--- config.mk ---
export PLATFORM = sky130hd
export DESIGN_NAME = sensor_request_scheduler
export DESIGN_NICKNAME = d
export VERILOG_FILES = /design/src/rtl/sensor_request_scheduler.sv
export SDC_FILE = /design/constraint.sdc
export NUM_CORES = 1
export LEC_CHECK = 0
export CORE_ASPECT_RATIO = 1.5
export CORE_MARGIN = 2
export CORE_UTILIZATION = 40
export DETAILED_ROUTE_END_ITERATION = 12
export GPL_ROUTABILITY_DRIVEN = 0
export MAX_ROUTING_LAYER = met4
export RECOVER_POWER = 100
export SYNTH_ARGS = -nofsm -noshare
export SYNTH_HDL_FRONTEND = slang
export SYNTH_SLANG_ARGS = --single-unit
--- constraint.sdc ---
create_clock -name clock -period 3.3 [get_ports clock]
set_input_delay 0.33 -clock clock [delete_from_list [all_inputs] [get_ports clock]]
set_output_delay 0.33 -clock clock [all_outputs]
set_load 0.05 [all_outputs]
--- src/rtl/sensor_request_scheduler.sv ---
// Host request scheduler for a DHT11 read datapath: decodes command/address pairs,
// paces sensor transactions, validates the returned checksum and builds the
// two-byte response. Also runs periodic temperature/humidity reads until stopped.
module sensor_request_scheduler #(
    parameter logic [7:0]  SENSOR_ADDR = 8'h01,
    parameter int unsigned MIN_GAP     = 50_000_000,
    parameter int unsigned TIMEOUT     = 5_000_000,
    parameter int unsigned LOOP_PERIOD = 100_000_000
) (
    input  logic        clock,
    input  logic        reset,
    input  logic        req_valid,
    input  logic [7:0]  req_command,
    input  logic [7:0]  req_address,
    output logic        req_ready,
    output logic        sensor_start,
    input  logic        sensor_done,
    input  logic        sensor_error,
    input  logic [39:0] sensor_data,
    output logic        resp_valid,
    input  logic        resp_ready,
    output logic [7:0]  resp_command,
    output logic [7:0]  resp_value,
    output logic        loop_active
);

    localparam int unsigned GAP_W = $clog2(MIN_GAP + 1);
    localparam int unsigned TO_W  = $clog2(TIMEOUT + 1);
    localparam int unsigned PER_W = $clog2(LOOP_PERIOD + 1);

    localparam logic [GAP_W-1:0] GAP_MAX  = GAP_W'(MIN_GAP);
    localparam logic [GAP_W-1:0] GAP_LAST = GAP_W'(MIN_GAP - 1);
    localparam logic [TO_W-1:0]  TO_MAX   = TO_W'(TIMEOUT);
    localparam logic [PER_W-1:0] PER_MAX  = PER_W'(LOOP_PERIOD);
    localparam logic [PER_W-1:0] PER_LAST = PER_W'(LOOP_PERIOD - 1);

    localparam logic [7:0] CMD_READ_ALL  = 8'h00;
    localparam logic [7:0] CMD_TEMP      = 8'h01;
    localparam logic [7:0] CMD_HUM       = 8'h02;
    localparam logic [7:0] CMD_LOOP_TEMP = 8'h03;
    localparam logic [7:0] CMD_LOOP_HUM  = 8'h04;
    localparam logic [7:0] CMD_STOP_TEMP = 8'h05;
    localparam logic [7:0] CMD_STOP_HUM  = 8'h06;

    typedef enum logic [2:0] {
        S_IDLE,
        S_DECODE,
        S_GAP,
        S_START,
        S_WAIT,
        S_RESP,
        S_LOOP_WAIT
    } state_t;

    state_t             state_q;
    logic               req_ready_q;
    logic               sensor_start_q;
    logic               resp_valid_q;
    logic [7:0]         resp_command_q;
    logic [7:0]         resp_value_q;
    logic               loop_active_q;
    logic [7:0]         loop_cmd_q;
    logic [7:0]         cmd_q;
    logic [7:0]         addr_q;
    logic [GAP_W-1:0]   gap_q;
    logic [TO_W-1:0]    to_q;
    logic [PER_W-1:0]   per_q;

    logic [7:0] data_sum_c;
    logic       read_ok_c;
    logic       req_accept_c;
    logic       gap_met_c;
    logic       launch_c;
    logic       timeout_c;
    logic       period_done_c;
    logic       stop_match_c;
    logic       dec_read_c;
    logic       dec_stop_c;
    logic [7:0] dec_cmd_c;
    logic [7:0] dec_val_c;
    logic [7:0] read_cmd_c;
    logic [7:0] read_val_c;

    assign data_sum_c    = sensor_data[39:32] + sensor_data[31:24]
                         + sensor_data[23:16] + sensor_data[15:8];
    assign read_ok_c     = !sensor_error && (data_sum_c == sensor_data[7:0]);
    assign req_accept_c  = req_valid && req_ready_q;
    assign gap_met_c     = (gap_q >= GAP_LAST);
    assign launch_c      = (state_q == S_GAP) && gap_met_c;
    assign timeout_c     = (to_q >= TO_MAX);
    assign period_done_c = (per_q >= PER_LAST);
    assign stop_match_c  = (addr_q == SENSOR_ADDR) &&
                           (((cmd_q == CMD_STOP_TEMP) && (loop_cmd_q == CMD_LOOP_TEMP)) ||
                            ((cmd_q == CMD_STOP_HUM)  && (loop_cmd_q == CMD_LOOP_HUM)));

    assign req_ready    = req_ready_q;
    assign sensor_start = sensor_start_q;
    assign resp_valid   = resp_valid_q;
    assign resp_command = resp_command_q;
    assign resp_value   = resp_value_q;
    assign loop_active  = loop_active_q;

    // Command decode: immediate response bytes, or a request for a sensor read.
    always_comb begin
        dec_read_c = 1'b0;
        dec_stop_c = 1'b0;
        dec_cmd_c  = 8'h45;
        dec_val_c  = 8'h45;
        if (loop_active_q) begin
            if (stop_match_c) begin
                dec_stop_c = 1'b1;
                dec_cmd_c  = 8'h0A;
                dec_val_c  = 8'h00;
            end else begin
                dec_cmd_c = 8'hFF;
                dec_val_c = 8'hFF;
            end
        end else if (addr_q != SENSOR_ADDR) begin
            dec_cmd_c = 8'hEF;
            dec_val_c = 8'hEF;
        end else if (cmd_q <= CMD_LOOP_HUM) begin
            dec_read_c = 1'b1;
        end else if ((cmd_q == CMD_STOP_TEMP) || (cmd_q == CMD_STOP_HUM)) begin
            dec_cmd_c = 8'hAA;
            dec_val_c = 8'hAA;
        end
    end

    // Response bytes for a completed sensor transaction.
    always_comb begin
        read_cmd_c = 8'h1F;
        read_val_c = 8'h1F;
        if (read_ok_c) begin
            case (cmd_q)
                CMD_READ_ALL: begin
                    read_cmd_c = 8'h07;
                    read_val_c = 8'h07;
                end
                CMD_TEMP, CMD_LOOP_TEMP: begin
                    read_cmd_c = 8'h09;
                    read_val_c = sensor_data[23:16];
                end
                CMD_HUM, CMD_LOOP_HUM: begin
                    read_cmd_c = 8'h08;
                    read_val_c = sensor_data[39:32];
                end
                default: begin
                    read_cmd_c = 8'h1F;
                    read_val_c = 8'h1F;
                end
            endcase
        end
    end

    // Cycles since the last sensor_start; starts saturated so the first read is immediate.
    always_ff @(posedge clock or negedge reset) begin
        if (!reset) begin
            gap_q <= GAP_MAX;
        end else if (launch_c) begin
            gap_q <= '0;
        end else if (gap_q != GAP_MAX) begin
            gap_q <= gap_q + GAP_W'(1);
        end
    end

    // Cycles since the current transaction was launched, for the done timeout.
    always_ff @(posedge clock or negedge reset) begin
        if (!reset) begin
            to_q <= '0;
        end else if (launch_c) begin
            to_q <= '0;
        end else if (to_q != TO_MAX) begin
            to_q <= to_q + TO_W'(1);
        end
    end

    // Continuous-mode period counter; restarts on every entry into LOOP_WAIT.
    always_ff @(posedge clock or negedge reset) begin
        if (!reset) begin
            per_q <= '0;
        end else if (state_q != S_LOOP_WAIT) begin
            per_q <= '0;
        end else if (per_q != PER_MAX) begin
            per_q <= per_q + PER_W'(1);
        end
    end

    // Main sequencer with registered handshake and response outputs.
    always_ff @(posedge clock or negedge reset) begin
        if (!reset) begin
            state_q        <= S_IDLE;
            req_ready_q    <= 1'b0;
            sensor_start_q <= 1'b0;
            resp_valid_q   <= 1'b0;
            resp_command_q <= 8'h00;
            resp_value_q   <= 8'h00;
            loop_active_q  <= 1'b0;
            loop_cmd_q     <= 8'h00;
            cmd_q          <= 8'h00;
            addr_q         <= 8'h00;
        end else begin
            sensor_start_q <= 1'b0;
            case (state_q)
                S_IDLE: begin
                    if (req_accept_c) begin
                        cmd_q       <= req_command;
                        addr_q      <= req_address;
                        req_ready_q <= 1'b0;
                        state_q     <= S_DECODE;
                    end else begin
                        req_ready_q <= 1'b1;
                    end
                end
                S_DECODE: begin
                    if (dec_read_c) begin
                        state_q <= S_GAP;
                    end else begin
                        resp_valid_q   <= 1'b1;
                        resp_command_q <= dec_cmd_c;
                        resp_value_q   <= dec_val_c;
                        state_q        <= S_RESP;
                        if (dec_stop_c) begin
                            loop_active_q <= 1'b0;
                        end
                    end
                end
                S_GAP: begin
                    if (gap_met_c) begin
                        sensor_start_q <= 1'b1;
                        state_q        <= S_START;
                    end
                end
                S_START: begin
                    state_q <= S_WAIT;
                end
                S_WAIT: begin
                    if (sensor_done) begin
                        resp_valid_q   <= 1'b1;
                        resp_command_q <= read_cmd_c;
                        resp_value_q   <= read_val_c;
                        state_q        <= S_RESP;
                        if (read_ok_c && ((cmd_q == CMD_LOOP_TEMP) || (cmd_q == CMD_LOOP_HUM))) begin
                            loop_active_q <= 1'b1;
                            loop_cmd_q    <= cmd_q;
                        end
                    end else if (timeout_c) begin
                        resp_valid_q   <= 1'b1;
                        resp_command_q <= 8'h1F;
                        resp_value_q   <= 8'h1F;
                        state_q        <= S_RESP;
                    end
                end
                S_RESP: begin
                    if (resp_ready) begin
                        resp_valid_q <= 1'b0;
                        req_ready_q  <= 1'b1;
                        state_q      <= loop_active_q ? S_LOOP_WAIT : S_IDLE;
                    end
                end
                S_LOOP_WAIT: begin
                    if (req_accept_c) begin
                        cmd_q       <= req_command;
                        addr_q      <= req_address;
                        req_ready_q <= 1'b0;
                        state_q     <= S_DECODE;
                    end else if (period_done_c) begin
                        cmd_q       <= loop_cmd_q;
                        addr_q      <= SENSOR_ADDR;
                        req_ready_q <= 1'b0;
                        state_q     <= S_GAP;
                    end
                end
                default: begin
                    state_q <= S_IDLE;
                end
            endcase
        end
    end

endmodule

; Word level (Yosys, flattened, before mapping)
; Cells that the tools add are included.
[word_totals]
register_bits = 123
in_bits = 62
output_inout_bits = 20
elab_cells = 146
[classes]
n_addsub = 6
magnitude_cmp = 4
n_eq_ne = 30
n_mux = 64
n_reduce_logical = 29
[op_table]
columns = cell, count
row1 = 2-to-1 mux 8 bit, 19
row2 = case mux 8 bit (2 select lines), 4
row3 = 2-to-1 mux 27 bit, 2
row4 = 2-to-1 mux 26 bit, 2
row5 = 2-to-1 mux 23 bit, 2
row6 = == test 8 x 3 -> 1 bit (second input constant), 4
row7 = adder 27 x 1 -> 27 bit (second input constant), 1
row8 = >= comparator 27 bit (second input constant), 1
row9 = 2-to-1 mux 3 bit, 9
row10 = != test 27 bit (second input constant), 1
row11 = adder 26 x 1 -> 26 bit (second input constant), 1
row12 = >= comparator 26 bit (second input constant), 1
row13 = != test 26 bit (second input constant), 1
row14 = adder 8 bit, 3
row15 = == test 8 x 2 -> 1 bit (second input constant), 3
row16 = case mux 8 bit (3 select lines), 1
row17 = adder 23 x 1 -> 23 bit (second input constant), 1
row18 = >= comparator 23 bit (second input constant), 1
row19 = != test 23 bit (second input constant), 1
row20 = case mux 3 bit (7 select lines), 1
row21 = 2-to-1 mux 1 bit, 19
row22 = == test 8 x 1 -> 1 bit (second input constant), 2
row23 = case mux 5 bit (3 select lines), 1
row24 = != test 2 bit (second input constant), 7
row25 = other kinds (21), 45

; Logic depth before layout (Yosys ltp)
[depth]
depth_word = 9
depth_mapped = 12

; Worst setup path before layout
; OpenSTA, ideal clock, no wires.
[synth_timing]
kind = in2reg
from = input port sensor_data[9]
to = register resp_command_q[1] (netlist: resp_command[1])
setup_time_ps = 120
arrival_ps = 3460
required_time_ps = 3180
setup_slack_ps = -281
stages = 12
path_buffers = 0
path_cell_list = fa_1 > inv_1 > fa_1 > inv_1 > ha_1 > fa_1 > nand3_1 > a21oi_1 > nor4b_1 > o211ai_1 > or4_1 > o211a_1
[synth_between]
elab_chain_len = 6
[synth_rtl]
columns = item, line
row1 = "start, declared", 19  ; input logic [39:0] sensor_data,
row2 = adder 8 bit, 85  ; + sensor_data[23:16] + sensor_data[15:8];
row3 = == test 8 bit, 86  ; assign read_ok_c = !sensor_error && (data_sum_c == sensor_data[7:0]);
row4 = logical AND 1 bit, 86
row5 = 2-to-1 mux 5 bit, 133  ; if (read_ok_c) begin
row6 = 2-to-1 mux 8 bit, 237  ; if (sensor_done) begin
row7 = case mux 8 bit (2 select lines), 203  ; case (state_q)
row8 = "end signal, assigned", 219  ; resp_command_q <= dec_cmd_c;
row9 = "end signal, assigned", 239  ; resp_command_q <= read_cmd_c;
row10 = "end, declared", 59  ; logic [7:0] resp_command_q;
; No other way between the ends.
; A chain may end at the register's enable or synchronous reset.

; Worst setup path in the final report
[layout_timing]
from = input port sensor_data[19]
to = register resp_value_q[1] (netlist: resp_value[1])
[layout_between]
elab_chain_len = 7
[layout_rtl]
columns = item, line
row1 = adder 8 bit (2 in series), 85
row2 = == test 8 bit, 86
row3 = logical AND 1 bit, 86
row4 = 2-to-1 mux 8 bit, 133
row5 = 2-to-1 mux 8 bit, 237
row6 = case mux 8 bit (2 select lines), 203
row7 = "end signal, assigned", 220  ; resp_value_q <= dec_val_c;
row8 = "end signal, assigned", 240  ; resp_value_q <= read_val_c;
row9 = "end, declared", 60  ; logic [7:0] resp_value_q;
; No other way between the ends.

==> flow_summary.yaml <==
grt:
  antenna_found_initial: 0
  grt_pass1_wl_um: 30100
  grt_pass1_vias: 6215
  grt_max_degree: 85
  gr-total-overflow: 0
  grt_use_total_pct: 20.3
timing:
  hold_violations: 0
  clock.fmax_mhz: 291
  drv_slew: 40
  tightest_slew_ns: 2.12
  setup_viol: 16
  slew-limit-headroom_pct: -41.5
  min_period_ns: 3.43
  skew_ns: 0.00915
  worst_slack_ns: -0.135
  rsz0062_at_grt: "yes"
  period_share_pct: 104
synthesis:
  synth_top_area_cell: "dfrtp_1"
  syn_nets: 836
  synthDistinctLibCells: 62
  synth_edf_count: 0
  syn_avg_cell_area_um2: 9.46
  synth-warning-count: 0
  synth_seq_area_share_pct: 43.4
  syn_area_um2: 7070
  synth_top_area_share_pct: 38.9
  syn-instance-count: 747
  synth_seq_cells: 122
  synthFlopType: "dfrtp_1"
  synth-async-reset-ratio_pct: 100
  synth_area_leaders: "dfrtp_1 (39%), nor2_1 (5.5%), xor2_1 (5.3%)"
final_layout:
  n_antenna_cell: 0
  fill_cells: 1586
  final_cell_mix: "dfrtp_1 (110), nor2_1 (103), nand2_1 (71)"
  final_common_cell: "dfrtp_1"
  final_nets: 954
  drive_gt1_share_pct: 14.7
  area_growth_pct: 29.2
  layout.cells.non_filler: 1091
routing:
  viasPerCell: 5.35
  wl_per_cell_um: 16.3
  dr.first_iter.drc_count: 284
  vias: 5842
  drc: 0
  wirelength_um: 17800
  first_pass_iters: 4
  postRouteAntennaNets: 0
die:
  initial_core_util_pct: 40.7
  dieHeight_um: 167
  rows: 59
  dieArea_um2: 18800
  die_w_um: 113
  design.portCount: 82
  fp.coreArea_um2: 17300
setup_path:
  endpoint_kind: "flip-flop"
  cp_max_fo: 7
  r2r-start: "to_q[17]$_DFFE_PN0P_"
  rr_worst_depth: 6
  worstPathRequired_ns: 3.62
  crit_path_start_kind: "input pin"
  rrSetupSlack_ns: 0.46
  path_class: "in2reg"
  cp.arrival_ns: 3.76
  r2r_end: "resp_value[5]$_DFFE_PN0P_"
clock_network:
  cts_tree: "yes"
  clkLatencyLatePin_ns: 0.41
  cts_buffers: 17
  cts_max_level: 4
  clock_sinks: 122
  cts.path.max_buffers: 2
  root_buffer: "clkbuf_16"
  clk_pin_slew_ns: 0.06
power_and_ir_drop:
  swShare_pct: 38.8
  ir_drop_uv: 564
  leakage_nw: 3.81
  intPower_mw: 3.67
  power_mw: 5.99
  p_comb_share_pct: 39.0
  clockPowerShare_pct: 29.9
  p_seq_share_pct: 31.1
  powerDensity_nw_per_um2: 657
  p_sw_mw: 2.33
min_path:
  hold_depth: 3
  hold_end: "addr_q[4]$_DFFE_PN0P_"
  hp-start: "req_address[4]"
  hold_path_class: "in2reg"
run_status:
  violations: "max-capacitance violations, max-slew violations, negative setup slack"
  status: "finished, violations left"
placement:
  dp_hpwl_um: 13200
  io_buffer_count: 81
  dp.cells: 1052
run:
  drv_cap: 1
worst max-delay path by stage:
stage	start	end	slack, ns	cells after the start
finish	sensor_data[19]	resp_value[1]$_DFFE_PN0P_	-0.13	12
global route	sensor_data[19]	resp_value[1]$_DFFE_PN0P_	-0.27	12
CTS	sensor_data[25]	resp_value[1]$_DFFE_PN0P_	-0.09	14
detailed placement	sensor_data[9]	resp_value[1]$_DFFE_PN0P_	-0.81	14
global placement	sensor_data[9]	loop_cmd_q[0]$_DFFE_PN0P_	-0.69	15
floorplan	sensor_data[9]	loop_cmd_q[0]$_DFFE_PN0P_	-0.16	12
flip-flops by register name (all words and copies together), names as in the netlist, 3 cells and up:
name	cells
cmd_q	8
state_q	3
resp_command	7
addr_q	8
to_q	23
per_q	27
gap_q	26
resp_value	8
loop_cmd_q	8
power by group through the flow:
stage	Clock [mW]	Sequential [mW]	Combinational (mW)
floorplan	0	2.03	1.28
global placement	0	1.88	2.11
detailed placement	0	1.89	2.17
CTS	1.84	1.87	2.29
global route	1.91	1.90	2.54
finish	1.79	1.86	2.34
kinds of logic (layout without fill, tap and decap cells):
logic type | Yosys count | count (layout) | synth area share [%]
mux | 21 | 21 | 3.12
fa+ha+maj | 27 | 27 | 6.27
compound gates | 110 | 110 | 10.4
xor+xnor | 81 | 81 | 10.4
buf+inv | 54 | 185 | 3.15
simple gates | 332 | 332 | 23.2
flops | 122 | 122 | 43.4
metal layers:
metal | share of wire [%] | vias up | global-route usage, %
li1 | - | 2851 | -
met1 | 39 | 2838 | 22.5
met2 | 55 | 129 | 36.5
met3 | 3.5 | 24 | 3.20
met4 | 2.7 | 0 | 7.37
met5 | 0 | - | -
what timing repair did:
item                                   4_1_cts  5_1_grt
gates resized for setup                     39       17
setup endpoints to repair                   21       21
hold buffers                                 1        0
gates cloned                                 0        0
endpoints found under the hold margin       38        0
setup buffers                                6        1
pin swaps                                   15       14
worst max-delay path, stage by stage:
cell and delay [ns]:
clkdlybuf4s50_1 0.54, fa_1 0.45, fa_1 0.51, ha_4 0.20, a211oi_2 0.22, buf_4 0.16
o21bai_1 0.09, a21oi_2 0.22, xor2_2 0.49, buf_4 0.27, o41ai_4 0.09, a31oi_1 0.20
synthesized netlist by cell type (10+ instances only):
library cell / number
ha_1: 13
fa_1: 14
and3_1: 13
nand4_1: 18
nor2_1: 103
dfstp_2: 12
o21ai_0: 31
a21oi_1: 22
mux2i_1: 13
xor2_1: 43
nor4_1: 11
nor3_1: 18
nand3_1: 32
inv_1: 29
nand2_1: 71
dfrtp_1: 110
clkbuf_1: 21
or3_1: 10
xnor2_1: 36
stage by stage:
step	worst slack (ns)	utilization, %	area, µm²	hold WS [ns]	setup TNS (ns)
2_1_floorplan	-0.160	-	7080	0.0344	-0.610
3_3_place_gp	-0.686	48.1	8350	0.326	-13.29
3_5_place_dp	-0.812	48.1	8350	0.343	-14.84
4_1_cts	-0.0921	52.3	9070	0.439	-0.554
5_1_grt	-0.273	52.6	9130	0.477	-3.23
6_report	-0.135	52.6	9130	0.473	-0.908
final cells by class:
class	instances	area, µm²	area share (%)
multi-input combinational	571	3990	43.7
sequential	122	3070	33.6
timing repair buffer	124	1130	12.4
clock inverter	15	143	1.56
tap	213	267	2.92
clock buffer	17	425	4.66
inverter	29	109	1.19
Power figures use the tool's default switching activity.
==> RTL edit (same settings) <==
Re-encode `state_t` (7 states) as one-hot, 7 bits wide.
--- a/src/rtl/sensor_request_scheduler.sv
+++ b/src/rtl/sensor_request_scheduler.sv
@@ -42,14 +42,14 @@
     localparam logic [7:0] CMD_STOP_TEMP = 8'h05;
     localparam logic [7:0] CMD_STOP_HUM  = 8'h06;
 
-    typedef enum logic [2:0] {
-        S_IDLE,
-        S_DECODE,
-        S_GAP,
-        S_START,
-        S_WAIT,
-        S_RESP,
-        S_LOOP_WAIT
+    typedef enum logic [6:0] {
+        S_IDLE      = 7'b0000001,
+        S_DECODE    = 7'b0000010,
+        S_GAP       = 7'b0000100,
+        S_START     = 7'b0001000,
+        S_WAIT      = 7'b0010000,
+        S_RESP      = 7'b0100000,
+        S_LOOP_WAIT = 7'b1000000
     } state_t;
 
     state_t             state_q;
Function: no difference found for any inputs over 10 cycles, from zero or initial values and one cycle with reset low; not proved beyond that.
==> RTL edit against the unedited design <==
The run still ends with max-capacitance violations, max-slew violations, negative setup slack left. Routed wire length down 2.7%. Sequential cell count rose by 4. Setup slack better by 130 ps. Critical endpoint is now loop_cmd_q[3]$_DFFE_PN0P_. Largest cell class unchanged. Power is 3.9% lower. Fmax rose by 3.9%. Critical path depth unchanged. Area after synthesis rose by 1.9%. Count of clock-buffer cells in the layout grew 3. Design area is 0.18% higher. Cell count up 0.18%. Combinational power decreased by 17%.
==> RTL edit: results (changes against the unedited design) <==
| Metric | Value |
|---|---|
| Outcome | complete, but fails checks |
| Failing checks | max-capacitance violations, max-slew violations, negative setup slack |
| Setup TNS | -20.6 ps (+888 ps) |
| Seq power | 0.00193 W (+4%) |
| Max Cap Violations | 1 (unchanged) |
| Slew @ Worst Pin | 2410 ps (+288 ps) |
| Slew Limit Fails | 43 (+7.5%) |
| Reg2reg setup slack | 480 ps (+20 ps) |
| Met2 usage | 0.354 (-0.0113) |
| Setup ws final | -6.88 ps (+128 ps) |
| Met3 GRT Util | 0.0360 (+0.00397) |
| Vias in the first global route | 6023 (-3.1%) |
| Met3 wire length | 543 um (-13%) |
| GR Layer Usage met1 | 0.206 (-0.0184) |
| Net Sw Frac | 0.352 (-0.0361) |
| Slowest Stage Delay on Critical Path | 570 ps (+30 ps) |
| Endpoints failing setup | 6 (-10) |
| LEAKAGE | 3.88 nW (+1.8%) |
| Combinational power | 0.00194 W (-17%) |
| Placed cell area | 8420 um^2 (+0.79%) |
| Max FO, Critical Path | 5 (-2) |
| Post-Route M1 WL | 6900 um (-0.75%) |
| Post-synthesis sequential area ratio | 0.440 (+0.00585) |
| Post_cts resized | 28 (-28%) |
| Met2 wire length | 9610 um (-1.5%) |
| Sequential power share | 0.335 (+0.024) |
| Unique cell type count in the Yosys netlist | 60 (-3.2%) |
| Clock skew | 8.79 ps (-0.358 ps) |
| Slowest CP cell | fa_1 |
| Routed wire length | 17300 um (-2.7%) |
| Global-route wire length before repair | 28800 um (-4.3%) |
| Top cells by area, synth | dfrtp_1 39%, nor2_1 5.7%, xor2_1 5.5%, xnor2_1 5.1%, dfstp_2 4.7% |
| Tot GR Track Use | 0.193 (-0.00998) |
| FILL cells | 1664 (+4.9%) |
| Post-CTS Setup Repair Bufs | 3 (-3) |
| Commonest cells in the synthesized netlist | 113 x dfrtp_1, 109 x nor2_1, 77 x nand2_1, 45 x xor2_1, 42 x xnor2_1 |
| Via density per instance | 5.30 (-1.1%) |
| Max VDD drop | 393 uV (-30%) |
==> RTL edit: cells by family (layout without fill, tap and decap cells) <==
family	Yosys count	in the layout	synth area share
simple gates	349	349	0.249
flops	126	126	0.440
compound gates	93	93	0.0813
xor+xnor	88	88	0.108
buf+inv	53	174	0.0333
fa+ha+maj	28	28	0.0629
mux	18	18	0.0257
==> RTL edit: metrics by stage <==
stage	std cells	worst slack, ps
6_report	1093	-6.88
5_1_grt	1093	-137
4_1_cts	1092	-31.4
3_5_place_dp	1056	-825
3_3_place_gp	1056	-817
2_1_floorplan	755	-272
==> RTL edit: worst min-delay path: cells and delay by family <==
kind,cells,cell delay [ps]
AND/OR/NAND/NOR,1,90
buffers and inverters,2,200
AO/OA/AOI/OAI,2,220
==> RTL edit: final cells by class <==
cell class | instances | area [um^2] | share of cell area
clock buffer | 20 | 457 | 0.0499
clock inverter | 12 | 144 | 0.0157
inverter | 27 | 101 | 0.0111
multi-input combinational | 576 | 3940 | 0.431
sequential | 126 | 3170 | 0.347
tap | 217 | 272 | 0.0297
timing repair buffer | 115 | 1060 | 0.116
==> RTL edit: worst paths after layout <==
| path | start | endpoint | cells after the start |
|---|---|---|---|
| max | sensor_data[12] | loop_cmd_q[3]$_DFFE_PN0P_ | 12 |
| min | sensor_data[17] | resp_value[1]$_DFFE_PN0P_ | 5 |
| max reg2reg | gap_q[22]$_DFFE_PN1P_ | to_q[20]$_DFFE_PN0P_ | 7 |
| min reg2reg | cmd_q[6]$_DFFE_PN0P_ | cmd_q[6]$_DFFE_PN0P_ | 2 |
| max in group asynchronous | reset | state_q[0]$_DFFE_PN1P_ | 3 |
| min in group asynchronous | reset | per_q[5]$_DFFE_PN0P_ | 2 |
